==> src/rtl/distance_fare_meter.sv <==
// Taxi meter distance/fare accumulator, clocked by the 10 m wheel pulse.
// Counts pulses into BCD kilometres and accumulates a saturating BCD fare.
module distance_fare_meter (
    input  logic        ten_meter_pulse,
    input  logic        rst_n,
    input  logic        en,
    input  logic [11:0] distance_fare_per_pulse,
    input  logic [11:0] s_fare,
    output logic [7:0]  distance_bcd,
    output logic [15:0] distance_fare_bcd
);

    logic [6:0]  sub_q, sub_d;
    logic [7:0]  km_q,  km_d;
    logic [15:0] acc_q, acc_d;
    logic        full;
    logic [16:0] acc_sum;
    logic [16:0] out_sum;

    // Four-digit packed BCD add; bit 16 is the carry out of the top digit.
    function automatic logic [16:0] bcd_add4(input logic [15:0] a, input logic [15:0] b);
        logic [15:0] r;
        logic [4:0]  s;
        logic        c;
        r = '0;
        c = 1'b0;
        for (int unsigned i = 0; i < 4; i++) begin
            s = {1'b0, a[4*i +: 4]} + {1'b0, b[4*i +: 4]} + {4'b0000, c};
            if (s > 5'd9) begin
                r[4*i +: 4] = 4'(s - 5'd10);
                c = 1'b1;
            end else begin
                r[4*i +: 4] = s[3:0];
                c = 1'b0;
            end
        end
        return {c, r};
    endfunction

    assign full    = (km_q == 8'h99);
    assign acc_sum = bcd_add4(acc_q, {4'h0, distance_fare_per_pulse});
    assign out_sum = bcd_add4(acc_q, {4'h0, s_fare});

    always_comb begin
        sub_d = sub_q;
        km_d  = km_q;
        acc_d = acc_q;
        if (en && !full) begin
            if (sub_q == 7'd99) begin
                sub_d = '0;
                if (km_q[3:0] == 4'd9) begin
                    km_d = {km_q[7:4] + 4'd1, 4'd0};
                end else begin
                    km_d = {km_q[7:4], km_q[3:0] + 4'd1};
                end
            end else begin
                sub_d = sub_q + 7'd1;
            end
            acc_d = acc_sum[16] ? 16'h9999 : acc_sum[15:0];
        end
    end

    always_ff @(posedge ten_meter_pulse or negedge rst_n) begin
        if (!rst_n) begin
            sub_q <= '0;
            km_q  <= '0;
            acc_q <= '0;
        end else begin
            sub_q <= sub_d;
            km_q  <= km_d;
            acc_q <= acc_d;
        end
    end

    assign distance_bcd      = km_q;
    assign distance_fare_bcd = out_sum[16] ? 16'h9999 : out_sum[15:0];

endmodule

==> config.mk <==
export PLATFORM = sky130hd
export DESIGN_NAME = distance_fare_meter
export DESIGN_NICKNAME = d
export VERILOG_FILES = /design/src/rtl/distance_fare_meter.sv
export SDC_FILE = /design/constraint.sdc
export NUM_CORES = 1
export LEC_CHECK = 0
export ABC_AREA = 0
export BUFFER_PORTS_ARGS = -buffer_cell sky130_fd_sc_hd__buf_2
export CAP_MARGIN = 20
export CORE_AREA = 2 2 101 103
export DETAILED_ROUTE_END_ITERATION = 16
export DIE_AREA = 0 0 103 105
export GPL_TIMING_DRIVEN = 0
export HOLD_SLACK_MARGIN = 0.12
export PLACE_DENSITY = 0.49
export SLEW_MARGIN = 20
export SYNTH_ARGS = -nofsm -noshare
export SYNTH_HDL_FRONTEND = slang
export SYNTH_SLANG_ARGS = --single-unit
==> constraint.sdc <==
create_clock -name ten_meter_pulse -period 7.3 [get_ports ten_meter_pulse]
set_clock_uncertainty 0.05 [all_clocks]
set_input_delay 0.365 -clock ten_meter_pulse [delete_from_list [all_inputs] [get_ports ten_meter_pulse]]
set_output_delay 0.365 -clock ten_meter_pulse [all_outputs]
set_load 0.03 [all_outputs]
### Yosys cells after proc, flatten, opt, wreduce, memory -nomap -nowiden

Index checks and enable logic that the tools add are counted.

| word-level totals | value |
|---|---|
| bits of input ports | 27 |
| memories kept | 0 |
| register bits after elaboration | 31 |
| latch bits | 0 |
| RAM bits | 0 |
| word-level logic and storage cells | 62 |
| bits in read-only memories | 0 |
| output and inout bits | 24 |

| cells by class | value |
|---|---|
| equality and inequality tests | 3 |
| shifts and indexed selects | 0 |
| reductions and logical operators | 4 |
| add/sub/neg operators | 23 |
| multipliers | 0 |
| order comparisons | 8 |
| multiplexer cells | 20 |
| div/mod/pow operators | 0 |
| bitwise logic cells | 0 |

Operators with widths:

| kind | count |
|---|---|
| 5-bit by 4-bit > comparator with 1-bit output, second input constant | 8 |
| 4-bit 2-to-1 mux | 9 |
| 16-bit 2-to-1 mux | 2 |
| 4-bit subtractor, second input constant | 8 |
| 4-bit by 4-bit adder with 5-bit output | 6 |
| 5-bit by 1-bit adder with 5-bit output | 4 |
| 4-bit by 1-bit adder with 5-bit output | 2 |
| 4-bit by 1-bit adder with 4-bit output, second input constant | 2 |
| 8-bit equality test, second input constant | 1 |
| 1-bit 2-to-1 mux | 8 |
| 7-bit by 1-bit adder with 7-bit output, second input constant | 1 |
| 7-bit equality test, second input constant | 1 |
| 7-bit 2-to-1 mux | 1 |
| 4-bit equality test, second input constant | 1 |
| 3-bit AND reduction | 1 |
| 2-bit AND reduction | 1 |
| 1-bit logical AND | 1 |
| 1-bit zero test | 1 |

### Longest topological paths before layout

| depth | value |
|---|---|
| depth after elaboration | 13 |
| depth in mapped cells | 28 |

### Least setup slack after synthesis

No wires, ideal clock.

| timing | value |
|---|---|
| kind | input -> output |
| from | in s_fare[0] |
| to | out distance_fare_bcd[6] |
| arrival | 5.953 ns |
| cell stages on the path | 25 |
| path buffers | 0 |
| required time | 6.885 ns |
| path slack | 0.932 ns |
| cells stage by stage | ha_1 inv_1 fa_1 xor2_1 nand2_1 a21o_1 inv_1 fa_1 inv_1 fa_1 xnor2_2 and2_4 and4b_1 nor3b_2 fa_1 inv_1 fa_1 xnor2_1 and2_1 o21ai_1 ha_1 ha_1 o22a_1 o22a_1 a211oi_1 |

| between the ends | value |
|---|---|
| longest elaborated chain between the ends | 13 |
| elaborated cells on any way between the ends | 15 |
| classes of those cells | 5 x add/sub; 4 x order compare; 6 x mux |

Ends and longest elaborated chain:

| element | line | RTL |
|---|---|---|
| start, declared | 8 | `input logic [11:0] s_fare,` |
| 4-bit by 4-bit adder with 5-bit output (*) | 28 | `s = {1'b0, a[4*i +: 4]} + {1'b0, b[4*i +: 4]} + {4'b0000, c};` |
| 5-bit by 4-bit > comparator with 1-bit output (*) | 29 | `if (s > 5'd9) begin` |
| 1-bit 2-to-1 mux (*) | 29 |  |
| 5-bit by 1-bit adder with 5-bit output (*) | 28 |  |
| 5-bit by 4-bit > comparator with 1-bit output | 29 |  |
| 1-bit 2-to-1 mux | 29 |  |
| 5-bit by 1-bit adder with 5-bit output | 28 |  |
| 5-bit by 4-bit > comparator with 1-bit output | 29 |  |
| 1-bit 2-to-1 mux | 29 |  |
| 4-bit by 1-bit adder with 5-bit output | 28 |  |
| 5-bit by 4-bit > comparator with 1-bit output | 29 |  |
| 1-bit 2-to-1 mux | 29 |  |
| 16-bit 2-to-1 mux (*) | 76 | `assign distance_fare_bcd = out_sum[16] ? 16'h9999 : out_sum[15:0];` |
| end, declared | 10 | `output logic [15:0] distance_fare_bcd` |

Every way passes the cells marked *; elsewhere a longest branch is shown, timed or not.

### Worst setup path after layout

| timing | value |
|---|---|
| from | reg acc_q[0] |
| to | out distance_fare_bcd[2] |

| between the ends | value |
|---|---|
| longest elaborated chain between the ends | 13 |
| elaborated cells on any way between the ends | 15 |
| classes of those cells | 5 x add/sub; 4 x order compare; 6 x mux |

Ends and longest elaborated chain:

| element | line | RTL |
|---|---|---|
| start, declared | 15 | `logic [15:0] acc_q, acc_d;` |
| start signal, assigned | 67 | `acc_q <= '0;` |
| start signal, assigned | 71 | `acc_q <= acc_d;` |
| 4-bit by 4-bit adder with 5-bit output (*) | 28 |  |
| 5-bit by 4-bit > comparator with 1-bit output | 29 |  |
| 1-bit 2-to-1 mux | 29 |  |
| 5-bit by 1-bit adder with 5-bit output | 28 |  |
| 5-bit by 4-bit > comparator with 1-bit output | 29 |  |
| 1-bit 2-to-1 mux | 29 |  |
| 5-bit by 1-bit adder with 5-bit output | 28 |  |
| 5-bit by 4-bit > comparator with 1-bit output | 29 |  |
| 1-bit 2-to-1 mux | 29 |  |
| 4-bit by 1-bit adder with 5-bit output | 28 |  |
| 5-bit by 4-bit > comparator with 1-bit output | 29 |  |
| 1-bit 2-to-1 mux | 29 |  |
| 16-bit 2-to-1 mux (*) | 76 |  |

Marks and branches as above.

==> out/qor.txt <==
Status -> finished clean
Placement row count -> 36
Clk slew on worst S/H paths -> 0.07 ns
Post-synthesis sequential area ratio -> 26.9%
Period Utilization, post-route -> 94.0%
CP arrival -> 6.45 ns
# IOs -> 51
Nets -> 448
Total die area -> 10800 um2
CTS Buf Count -> 5
CP max FO -> 8
Slew @ Worst Pin -> 0.742 ns
Kind of critical path -> flip-flop to output pin
Final Hold Vio Count -> 0
Gate Count Post-Synth -> 319
Final ANT Viol Nets -> 0
First-pass GRT wire length -> 10600 um
Height of the die -> 105 um
Core Region -> 9640 um2
EDFF count, synth -> 0
Vias in the first global route -> 2359
Worst R2R Setup Slack -> 1.10 ns
Fin Hold WS -> 0.101 ns
Inserted Diodes -> 0
H-tree depth -> 2
TritonCTS clock tree -> yes
Mapped cell area -> 2880 um2
Largest net degree at the start of global routing -> 32
Wire per inst -> 12.2 um
Via/cell ratio -> 4.67
FF-to-FF End -> acc_q[8]
Via count -> 2388
Maximum clock path buffer count -> 2
DP Area -> 3300 um2
Max cap viols -> 0
YS warnings -> 0
Netlist cell types -> 51
Global-route usage over all layers -> 12.1%
TritonCTS Sinks -> 31
Max Fclk -> 146 MHz
DR pass1 iterations -> 4
Worst Path Required -> 6.88 ns
Initial Util -> 29.9%
Gp weighted congestion -> 0.755
Min Clock Period, post-route -> 6.86 ns
GRT overflow -> 0
Area share of the largest cell type after synthesis -> 26.9%
Post-Syn Nets -> 389
Antenna violations before repair -> 0
Reg-to-reg startpoint -> acc_q[0]
Worst reg-to-reg path cell count -> 28
Drt drc -> 0
Area growth syn-to-layout -> 19.8%
Post-route cell area -> 3450 um2
Headroom to the max-slew limit -> 50.5%
Crit. End Element -> output pin
Min-delay worst type -> primary input to async pin
Number of setup violations in the final report -> 0
Fill cells -> 1055
HPWL Detailed -> 4910 um
Post-synth ARST share -> 100%
DIE WIDTH -> 103 um
Synth area leader -> dfrtp_1
PortBufs -> 50
#FFs+latches synth -> 31
Synth area leaders -> dfrtp_1 27%, ha_1 14%, fa_1 7.0%, xnor2_1 5.8%, nand2_1 4.3%
Max Transition Viols Final -> 0
Syn Area/Cell -> 9.03 um2
Share of cells above drive strength 1 -> 22.2%
Post-Route WL -> 6250 um
Final Util -> 35.8%
Initial drt markers -> 46
Commonest register cell after synthesis -> dfrtp_1
Worst Setup Start Kind -> flip-flop
CTS root buffer -> clkbuf_8
Clk Latency, worst-skew pair -> 0.28 ns
Top cells by count, synth -> 33 x ha_1, 33 x nand2_1, 32 x inv_1
## how the worst max path moves through the flow
stage                                end      start  cells past startpoint  slack (ns)
floorplan           distance_fare_bcd[6]  s_fare[0]                     25        0.93
global placement    distance_fare_bcd[9]  s_fare[0]                     28        0.18
detailed placement  distance_fare_bcd[9]  s_fare[0]                     28        0.09
CTS                 distance_fare_bcd[2]   acc_q[0]                     27       0.003
global route        distance_fare_bcd[2]   acc_q[0]                     27       -0.01
finish              distance_fare_bcd[2]   acc_q[0]                     27        0.44
## through the flow
stage | setup slack [ns] | TNS [ns] | std cells
3_5_place_dp | 0.0921 | 0 | 502
4_1_cts | 0.00251 | 0 | 509
3_3_place_gp | 0.181 | 0 | 502
6_report | 0.439 | 0 | 511
5_1_grt | -0.0150 | -0.0235 | 511
2_1_floorplan | 0.932 | 0 | 319
## layout by cell type (no fill, tap or decap), types with 3 or more instances in the layout
cell and instances:
nor3_1 4, xor2_1 3, o21ai_0 8, nand4_1 3, and2_1 4, a32o_1 3, nor2b_1 6, ha_1 32
a21o_1 10, nand2_1 33, clkbuf_8 6, a21oi_1 22, dfrtp_1 31, mux2_2 5, and4b_1 4, a22o_1 4
o211ai_1 3, o21ai_1 3, buf_2 51, nand2b_1 7, fa_1 10, mux2i_1 5, o22ai_1 3, inv_1 32
nand3_1 5, xnor2_1 18, nor2_1 22, buf_4 5
## area by class of cell
cell class	instances	area, um2	area share [%]
multi-input combinational	250	2000	58.0
sequential	31	776	22.5
timing repair buffer	52	268	7.76
tap	133	166	4.82
inverter	32	120	3.48
clock buffer	6	82.6	2.39
buffer	6	32.5	0.943
clock inverter	1	5.00	0.145
## cell families (layout without fill, tap and decap cells)
logic type / after synthesis / after routing / share of synthesized area [%]
buffers and inverters: 38 / 97 / 5.30
AOI/OAI and AO/OA: 74 / 74 / 17.4
DFF: 31 / 31 / 26.9
and+or+nand+nor: 99 / 99 / 17.9
adders and majority gates: 43 / 43 / 21.3
xor gates and xnor gates: 24 / 24 / 7.56
muxes: 10 / 10 / 3.69
## sequential cells by signal (all words and copies together), names as in the netlist
register      flops
acc_q            16
sub_q             7
distance_bcd      8
## timing repair
action,CTS,global route
endpoints found under the setup margin,7,13
gates resized for setup,1,10
hold buffers,0,0
pin swaps,0,2
gates cloned,0,0
buffers inserted,0,2
## critical path: stages, from the launching register on
cell	delay, ns
dfrtp_1	0.38
ha_1	0.18
inv_1	0.05
fa_1	0.43
xor2_2	0.22
nand2_1	0.10
a21o_1	0.16
inv_1	0.07
fa_1	0.38
inv_1	0.08
fa_1	0.40
inv_1	0.13
and2_4	0.17
and4b_1	0.21
nor3b_4	0.27
fa_1	0.21
inv_1	0.06
fa_1	0.43
xnor2_2	0.18
and2_2	0.23
o21ai_4	0.19
ha_2	0.23
ha_1	0.24
o22a_1	0.22
o22a_2	0.32
or3_1	0.33
o31ai_1	0.07
buf_4	0.20
## per-layer routing
layer	track usage, %	routed length, um
met1	15.5	2870
met5	0	0
met2	21.0	3150
met4	2.82	60
met3	1.81	168
Power is not shown: default switching activity piles up to over one toggle a cycle in this logic, so the estimate is an artifact.
